$ cat config.mk
export PLATFORM = sky130hd
export DESIGN_NAME = scope_trace_reader
export DESIGN_NICKNAME = d
export VERILOG_FILES = /design/src/rtl/scope_pkg.sv /design/src/rtl/scope_sample_scaler.sv /design/src/rtl/scope_trace_reader.sv
export SDC_FILE = /design/constraint.sdc
export NUM_CORES = 1
export LEC_CHECK = 0
export ABC_AREA = 1
export BUFFER_PORTS_ARGS = -buffer_cell sky130_fd_sc_hd__buf_2
export CELL_PAD_IN_SITES_DETAIL_PLACEMENT = 0
export CELL_PAD_IN_SITES_GLOBAL_PLACEMENT = 2
export CORE_ASPECT_RATIO = 2
export CORE_MARGIN = 4
export CORE_UTILIZATION = 31
export DETAILED_ROUTE_END_ITERATION = 6
export GPL_ROUTABILITY_DRIVEN = 0
export PLACE_DENSITY = 0.88
export SYNTH_ARGS = -nofsm -noshare
export SYNTH_HDL_FRONTEND = slang
export SYNTH_SLANG_ARGS = --single-unit
$ cat constraint.sdc
create_clock -name clock -period 3 [get_ports clock]
set_input_delay 0 -clock clock [delete_from_list [all_inputs] [get_ports clock]]
set_output_delay 0 -clock clock [all_outputs]
set_load 0.02 [all_outputs]
$ cat src/rtl/scope_pkg.sv
// Shared constants and state encoding for the scope trace display path.
// Scale math assumes 12-bit samples mapped onto a 480-row screen.
package scope_pkg;
  localparam int H_ACTIVE  = 640;
  localparam int V_ACTIVE  = 480;
  localparam int SCALE_MUL = 15;
  localparam int SCALE_SHR = 7;
  localparam int PIPE_LAT  = 3;
  localparam int GRID_DX   = 64;
  localparam int GRID_DY   = 60;

  typedef enum logic [1:0] {
    BLANK  = 2'd0,
    ACTIVE = 2'd1,
    DRAIN  = 2'd2
  } state_t;
endpackage

$ cat src/rtl/scope_sample_scaler.sv
// Maps a buffer sample to a screen row (y_cur) and keeps the previous column's row (y_prev).
// One registered stage; y_prev restarts on column 0 so no segment joins into the first column.
module scope_sample_scaler
  import scope_pkg::*;
#(
  parameter int DATA_WIDTH = 12
) (
  input  logic                  clock,
  input  logic                  reset_n,
  input  logic [DATA_WIDTH-1:0] rd_data,
  input  logic                  first_col,
  output logic [9:0]            y_cur,
  output logic [9:0]            y_prev
);

  logic [15:0] prod;
  logic [9:0]  y_new;

  // Full-scale 4095 lands on row 0, zero on the bottom row.
  always_comb begin
    prod  = 16'(rd_data) * 16'(SCALE_MUL);
    y_new = 10'(V_ACTIVE - 1) - 10'(prod >> SCALE_SHR);
  end

  always_ff @(posedge clock) begin
    if (!reset_n) begin
      y_cur  <= '0;
      y_prev <= '0;
    end else begin
      y_cur  <= y_new;
      y_prev <= first_col ? y_new : y_cur;
    end
  end

endmodule

$ cat src/rtl/scope_trace_reader.sv
// Reads the sample buffer in step with the raster and draws trace/graticule pixels, latency 3.
// Holds buf_lock from frame start until the pipeline has drained past the last active pixel.
module scope_trace_reader
  import scope_pkg::*;
#(
  parameter int ADDR_WIDTH = 10,
  parameter int DATA_WIDTH = 12
) (
  input  logic                  clock,
  input  logic                  reset_n,
  input  logic [9:0]            hcount,
  input  logic [9:0]            vcount,
  input  logic                  video_on,
  output logic [ADDR_WIDTH-1:0] rd_addr,
  input  logic [DATA_WIDTH-1:0] rd_data,
  input  logic                  capture_done,
  output logic                  buf_lock,
  output logic                  frame_done,
  output logic                  trace_valid,
  output logic                  proto_err,
  output logic                  pixel_on,
  output logic                  grid_on
);

  state_t     state, state_nxt;
  logic [1:0] drain_cnt;
  logic       drain_last;
  logic       frame_start, frame_end;

  logic [9:0] h_d1, h_d2, v_d1, v_d2;
  logic       von_d1, von_d2;
  logic [9:0] y_cur, y_prev;
  logic [9:0] y_lo, y_hi;
  logic       hit, grid_hit;

  always_comb begin
    frame_start = video_on && (hcount == 10'd0) && (vcount == 10'd0);
    frame_end   = video_on && (hcount == 10'(H_ACTIVE - 1)) && (vcount == 10'(V_ACTIVE - 1));
  end

  // Horizontal blanking columns re-read the last entry rather than running off the buffer.
  always_comb begin
    rd_addr = '0;
    if (reset_n) begin
      rd_addr = (hcount > 10'(H_ACTIVE - 1)) ? ADDR_WIDTH'(H_ACTIVE - 1) : ADDR_WIDTH'(hcount);
    end
  end

  always_ff @(posedge clock) begin
    if (!reset_n) begin
      state     <= BLANK;
      drain_cnt <= 2'd0;
    end else begin
      state     <= state_nxt;
      drain_cnt <= (state == DRAIN) ? drain_cnt + 2'd1 : 2'd0;
    end
  end

  always_comb begin
    state_nxt = state;
    case (state)
      BLANK:   if (frame_start) state_nxt = ACTIVE;
      ACTIVE:  if (frame_end)   state_nxt = DRAIN;
      DRAIN:   if (drain_cnt == 2'(PIPE_LAT - 1)) state_nxt = BLANK;
      default: state_nxt = BLANK;
    endcase
  end

  always_comb begin
    buf_lock   = (state != BLANK);
    drain_last = (state == DRAIN) && (drain_cnt == 2'(PIPE_LAT - 1));
  end

  // A capture completing while the buffer is on screen is a writer protocol violation.
  always_ff @(posedge clock) begin
    if (!reset_n) begin
      trace_valid <= 1'b0;
      proto_err   <= 1'b0;
      frame_done  <= 1'b0;
    end else begin
      frame_done <= drain_last;
      if (capture_done) begin
        if (state == BLANK) trace_valid <= 1'b1;
        else                proto_err   <= 1'b1;
      end
    end
  end

  always_ff @(posedge clock) begin
    if (!reset_n) begin
      h_d1   <= '0;
      h_d2   <= '0;
      v_d1   <= '0;
      v_d2   <= '0;
      von_d1 <= 1'b0;
      von_d2 <= 1'b0;
    end else begin
      h_d1   <= hcount;
      h_d2   <= h_d1;
      v_d1   <= vcount;
      v_d2   <= v_d1;
      von_d1 <= video_on;
      von_d2 <= von_d1;
    end
  end

  scope_sample_scaler #(
    .DATA_WIDTH(DATA_WIDTH)
  ) u_scaler (
    .clock    (clock),
    .reset_n  (reset_n),
    .rd_data  (rd_data),
    .first_col(h_d1 == 10'd0),
    .y_cur    (y_cur),
    .y_prev   (y_prev)
  );

  // Lighting the whole span between neighbouring rows keeps steep edges continuous.
  always_comb begin
    y_lo     = (y_prev < y_cur) ? y_prev : y_cur;
    y_hi     = (y_prev < y_cur) ? y_cur : y_prev;
    hit      = (v_d2 >= y_lo) && (v_d2 <= y_hi);
    grid_hit = ((h_d2 % 10'(GRID_DX)) == 10'd0) || (h_d2 == 10'(H_ACTIVE - 1)) ||
               ((v_d2 % 10'(GRID_DY)) == 10'd0) || (v_d2 == 10'(V_ACTIVE - 1));
  end

  always_ff @(posedge clock) begin
    if (!reset_n) begin
      pixel_on <= 1'b0;
      grid_on  <= 1'b0;
    end else begin
      pixel_on <= hit && von_d2 && trace_valid && (state != BLANK);
      grid_on  <= von_d2 && grid_hit;
    end
  end

endmodule

==> results of run 1 <==
[synthesized netlist by cell type, drive strengths merged]
| cell type | count |
|---|---|
| inv | 115 |
| clkinv | 1 |
| clkbuf | 9 |
| nand2 | 127 |
| buf | 3 |
| o21ai | 27 |
| o2111ai | 2 |
| nand4 | 12 |
| nor4 | 8 |
| nor2 | 50 |
| or2 | 4 |
| xnor2 | 1 |
| a221oi | 1 |
| nor3 | 5 |
| nand3b | 1 |
| xor2 | 6 |
| a21o | 5 |
| a21oi | 39 |
| o21a | 3 |
| nand3 | 27 |
| dfxtp | 71 |
| a31oi | 2 |
| o211ai | 5 |
| ha | 50 |
| a2111oi | 1 |
| fa | 20 |
[layer usage]
| metal | vias up | global-route usage (%) |
|---|---|---|
| li1 | 2107 | - |
| met1 | 1817 | 13.3 |
| met5 | - | 0 |
| met3 | 15 | 1.81 |
| met4 | 0 | 7.28 |
| met2 | 51 | 27.1 |
[final timing paths]
path	end	slack (ps)	depth (start not counted)
setup reg to reg	pixel_on$_SDFF_PN0_	-200	22
setup / recovery	pixel_on$_SDFF_PN0_	-200	22
hold reg to reg	v_d2[8]$_SDFF_PN0_	410	2
hold / removal	h_d2[7]$_SDFF_PN0_	40	3
[power groups by stage]
stage               registers [mW]  logic (mW)  clock network (mW)
CTS                           1.11        1.93                1.05
finish                        1.11        1.95                1.01
floorplan                     1.12        1.26                   0
global placement              1.13        1.85                   0
global route                  1.13        2.27                1.08
detailed placement            1.14        1.90                   0
[cell type report]
| cell class | instances | area [um2] | area share (%) |
|---|---|---|---|
| Multi-Input combinational cell | 396 | 2670 | 46.1 |
| Sequential cell | 71 | 1420 | 24.5 |
| Timing Repair Buffer | 109 | 746 | 12.8 |
| Inverter | 116 | 435 | 7.50 |
| Tap cell | 192 | 240 | 4.14 |
| Clock buffer | 9 | 225 | 3.88 |
| Clock inverter | 7 | 62.6 | 1.08 |
[placed cells by master, fill, tap and decap left out, drive strengths merged, types with 4 or more instances in the layout]
cell type      n
nand2        127
inv          119
buf           87
dfxtp         71
ha            50
nor2          50
a21oi         39
nand3         27
o21ai         27
dlygate4sd3   22
fa            20
nand4         12
clkbuf         9
nor4           8
xor2           6
a21o           5
o211ai         5
nor3           5
or2            4
[registers in the layout (all words and copies together) (netlist names)]
signal           count
trace_valid          1
v_d2                10
v_d1                10
von_d1               1
grid_on              1
pixel_on             1
h_d2                10
drain_cnt            2
von_d2               1
u_scaler.y_cur      10
proto_err            1
state                2
h_d1                10
u_scaler.y_prev     10
frame_done           1
[cell families after synthesis]
group / Yosys count / synth area share [%]
DFF: 71 / 31.4
and+or+nand+nor: 234 / 23.3
buffers and inverters: 128 / 10.6
adders and majority gates: 70 / 22.6
xor gates and xnor gates: 7 / 1.35
AOI/OAI and AO/OA: 85 / 10.7
[stage by stage]
stage	hold WS, ps	setup TNS [ps]
5_1_grt	54.7	-482
6_report	39.1	-202
3_5_place_dp	216	-764
3_3_place_gp	214	-631
2_1_floorplan	79.8	0
4_1_cts	24.7	-298
[timing repair]
action / in CTS / in global routing
pin swaps: 0 / 3
setup endpoints to repair: 1 / 6
endpoints found under the hold margin: 24 / 0
hold buffers: 22 / 0
resized for setup: 1 / 9
[tightest hold or removal path, stage by stage]
cell	delay, ps
buf_2	200
nand2_1	100
inv_1	30
==> impl_metrics.yaml, run 1 <==
sta:
  hold_viol: 0
  setup_violations: 1
  finalCritPeriodShare_pct: 107
  worst_pin_slew_ps: 541
  fin_skew_ps: 4.28
  drv_slew: 0
  slew_headroom_pct: 63.7
  fmax_mhz: 312
  rsz0062_at_grt: "true"
  setup_ws_ps: -202
  fin_crit_ps: 3200
routing:
  routedLengthMet1_um: 3970
  viasPerCell: 4.43
  wl_met2_um: 6340
  first_pass_iters: 4
  drc: 0
  totalWireLength_um: 10800
  top_layer: "met4"
  wire_per_inst_um: 12.0
  dr.first_iter.drc_count: 101
  ant_nets: 0
  num_vias: 3990
  wl_met3_um: 190
cts:
  htreeDepth: 3
  clock-sinks: 71
  ctsRootBufferMaster: "clkbuf_16"
  worstSkewPairLatency_ps: 330
  clockBufferDepth: 2
  cts_buffers: 9
  post_cts_buffers: 0
  cts_tree: "yes"
  clk_pin_slew_ps: 60
flow_run:
  maxCapViolCount: 0
worst_hold_path:
  hp-class: "input pin to flop"
  hp-start: "reset_n"
place:
  place_ws_ps: -296
  dpl_cell_area_um2: 5250
  dp_hpwl_um: 8990
  portBuffers: 51
  dp_cells: 862
worst_setup_path:
  startpoint_type: "flop"
  critPathKind: "flop to flop"
  slowest_stage: "dfxtp_1"
  slowest_delay_ps: 310
  crit_start: "u_scaler.y_cur[1]$_SDFF_PN0_"
  endpoint_kind: "flop"
  path_cells: "inv_1, ha_1, o21ai_1, nand2_1, a21oi_1, nor2_1, nor2_1, o21ai_1, a31oi_1, nor2_1, o21ai_1, nand2_1, buf_4, a21oi_1, ha_1, nand2_1, inv_1, nand3_1, nor3_2, o21ai_0, o2111ai_2, a2111oi_2"
  arrival_ps: 3440
  critical_path_required_ps: 3230
  cp_num_buf_inv: 3
  cp_max_fo: 11
  r2r-start: "u_scaler.y_cur[1]$_SDFF_PN0_"
  crit_family: "compound AO/OA/AOI/OAI gates"
pwr:
  powerDensity_nw_per_um2: 703
  p_clk_share_pct: 24.9
  switching_power_mw: 1.60
  leakage_nw: 3.10
  combPwrFrac_pct: 47.8
  power_mw: 4.08
  p_sw_share_pct: 39.1
  p_int_mw: 2.49
  vdd_drop_max_v: 0.000324
  power_frac_seq_pct: 27.3
floorplan:
  fp.coreArea_um2: 14400
  die-height_um: 179
  die_x_um: 93.5
  initial_core_util_pct: 31.6
  rows: 62
  io_pins: 52
  dieArea_um2: 16700
global_route:
  grt_pass1_wl_um: 18100
  grt_max_degree: 36
  grtUsageTotal_pct: 13.7
  grt_pass1_vias: 4055
  antenna_found_initial: 0
  gr-total-overflow: 0
final_layout:
  fin_area_um2: 5800
  nets: 809
  drive_above_1_share_pct: 19.8
  fill_cells: 1454
  fin_util_pct: 40.4
  final_cells: 900
  area_delta_synth_final_pct: 28.1
  antenna_cells: 0
synth:
  yosysWarnings: 0
  synth_fp_nets: 701
  netlist.area_leader.share_pct: 31.4
  avgSynthCellArea_um2: 7.62
  seq_area_frac_synth_pct: 31.4
  syn_area_um2: 4530
  synth_cell_types: 37
  netlist_instances: 595
  ys_ff_latch: 71
  synthTopCellsByArea: "dfxtp_1 31%, ha_1 14%, nand2_1 9.6%"
  yosys.area.top_type: "dfxtp_1"
run_status:
  violations: "negative setup slack"
  status: "complete, but fails checks"
Note: power is estimated with default switching activity, not from simulation.
==> inputs of run 2 (changes only) <==
--- a/config.mk
+++ b/config.mk
@@ -11,10 +11,12 @@
 export CELL_PAD_IN_SITES_GLOBAL_PLACEMENT = 2
 export CORE_ASPECT_RATIO = 2
 export CORE_MARGIN = 4
-export CORE_UTILIZATION = 31
+export CORE_UTILIZATION = 35
+export CTS_BUF_LIST = sky130_fd_sc_hd__clkbuf_4
+export CTS_CLUSTER_DIAMETER = 30
 export DETAILED_ROUTE_END_ITERATION = 6
 export GPL_ROUTABILITY_DRIVEN = 0
-export PLACE_DENSITY = 0.88
+export PLACE_DENSITY = 0.94
 export SYNTH_ARGS = -nofsm -noshare
 export SYNTH_HDL_FRONTEND = slang
 export SYNTH_SLANG_ARGS = --single-unit
==> constraint.sdc (replaced) <==
create_clock -name clock -period 3.2 [get_ports clock]
set_input_delay 0 -clock clock [delete_from_list [all_inputs] [get_ports clock]]
set_output_delay 0 -clock clock [all_outputs]
set_load 0.02 [all_outputs]
==> impl_metrics.yaml, run 2 (same netlist as run 1, synthesis figures left out) <==
routing:
  wl_met3_um: 183
  num_vias: 3933
  ant_nets: 0
  wl_met2_um: 6040
  drc: 0
  first_pass_iters: 4
  viasPerCell: 4.70
  routedLengthMet1_um: 3690
  wire_per_inst_um: 12.2
  top_layer: "met4"
  dr.first_iter.drc_count: 164
  totalWireLength_um: 10200
sta:
  slew_headroom_pct: 64.7
  fin_skew_ps: 13.2
  fmax_mhz: 320
  setup_ws_ps: 77.0
  setup_violations: 0
  drv_slew: 0
  fin_crit_ps: 3120
  hold_viol: 0
  finalCritPeriodShare_pct: 97.6
  rsz0062_at_grt: "true"
  tns_ps: 0
  worst_pin_slew_ps: 525
place:
  dp_hpwl_um: 8430
  dpl_cell_area_um2: 4970
  portBuffers: 51
  place_ws_ps: 11.0
floorplan:
  initial_core_util_pct: 35.9
  fp.coreArea_um2: 12600
  dieArea_um2: 14900
  rows: 58
  die-height_um: 169
  die_x_um: 88.5
  io_pins: 52
worst_setup_path:
  arrival_ps: 3430
  critPathKind: "flop to flop"
  cp_max_fo: 25
  critical_path_required_ps: 3510
  r2r_cells: 19
  endpoint_kind: "flop"
  startpoint_type: "flop"
worst_hold_path:
  hold-path-cell-count: 5
  hp-class: "input pin to flop"
final_layout:
  area_delta_synth_final_pct: 20.4
  drive_above_1_share_pct: 15.6
  nets: 787
  layout_common_cells: "116 x nand2_1, 112 x inv_1, 69 x dfxtp_1"
  fill_cells: 1300
  fin_area_um2: 5460
  layout_commonest_cell: "nand2_1"
pwr:
  p_sw_share_pct: 42.0
  switching_power_mw: 1.38
  p_clk_share_pct: 18.3
  p_int_mw: 1.90
  power_mw: 3.28
  combPwrFrac_pct: 49.7
  powerDensity_nw_per_um2: 601
  vdd_drop_max_v: 0.000235
  power_frac_seq_pct: 32.0
  leakage_nw: 2.92
run_status:
  status: "finished clean"
cts:
  clk_pin_slew_ps: 130
  clock-sinks: 71
  ctsRootBufferMaster: "clkbuf_4"
  cts_buffers: 9
  post_cts_buffers: 0
  htreeDepth: 3
  clockBufferDepth: 2
  worstSkewPairLatency_ps: 410
  cts_tree: "yes"
global_route:
  grt_pass1_wl_um: 16800
  grtUsageTotal_pct: 14.3
  gr-total-overflow: 0
  antenna_found_initial: 1
  grt_pass1_vias: 3851
  grt_max_degree: 30
flow_run:
  maxCapViolCount: 0
[run 2: changes by cell type in the layout (fill, tap and decap cells not counted), sizes merged]
cell	change
clkinv	-1
dlygate4sd3	+8
diode	+1
bufinv	+1
buf	-30
[run 2: path summary, 6_finish.rpt]
| kind | from | slack [ps] | to |
|---|---|---|---|
| worst max-delay path | u_scaler.y_prev[1]$_SDFF_PN0_ | 80 | pixel_on$_SDFF_PN0_ |
| worst min-delay path | rd_data[11] | 220 | u_scaler.y_cur[8]$_SDFF_PN0_ |
| worst max register to register | u_scaler.y_prev[1]$_SDFF_PN0_ | 80 | pixel_on$_SDFF_PN0_ |
| worst min register to register | v_d1[9]$_SDFF_PN0_ | 420 | v_d2[9]$_SDFF_PN0_ |
[run 2: metal layers]
| metal | vias up | track usage (%) |
|---|---|---|
| li1 | 2070 | - |
| met1 | 1787 | 14.3 |
| met2 | 60 | 28.3 |
| met3 | 16 | 1.66 |
| met4 | 0 | 5.59 |
| met5 | - | 0 |
[run 2: timing repair]
item / 4_1_cts / 5_1_grt
gates resized for setup: 8 / 2
gates cloned: 0 / 0
hold endpoints to repair: 35 / 0
hold buffers: 30 / 0
pin swaps: 3 / 1
endpoints found under the setup margin: 1 / 1
[run 2: layout make-up]
cell class                 count  area (um2)  share of cell area [%]
tap                          150         188                    3.44
sequential                    71        1420                    26.1
clock buffer                   9        67.6                    1.24
multi-input combinational    396        2640                    48.5
clock inverter                 7        86.3                    1.58
antenna                        1        2.50                  0.0459
timing repair buffer          87         608                    11.1
inverter                     116         435                    7.98
[run 2: stage by stage]
| step | util [%] | hold slack, ps | std cells |
|---|---|---|---|
| 4_1_cts | 43.2 | 195 | 836 |
| 2_1_floorplan | - | 79.8 | 595 |
| 5_1_grt | 43.2 | 244 | 837 |
| 3_5_place_dp | 39.4 | 213 | 790 |
| 6_report | 43.2 | 218 | 837 |
| 3_3_place_gp | 39.4 | 216 | 790 |
[run 2: power groups by stage]
stage / logic (mW) / clock network, mW / registers [mW]
CTS: 1.64 / 0.626 / 1.05
detailed placement: 1.57 / 0 / 1.07
global placement: 1.53 / 0 / 1.06
global route: 1.88 / 0.665 / 1.06
finish: 1.63 / 0.600 / 1.05
floorplan: 1.18 / 0 / 1.05
[run 2: worst max-delay path, cell delays in order (launching register included)]
cell	delay, ps
dfxtp_2	350
ha_1	280
o21ai_1	70
nand2_1	60
a21oi_1	120
nor2_1	50
nor2_1	100
o21ai_1	90
a31oi_1	130
nor2_1	50
o21ai_1	110
nand2_1	110
buf_6	180
nand2_1	60
o21ai_0	100
ha_1	290
nand2_1	70
nor4_1	340
a31oi_1	190
a2111oi_1	270
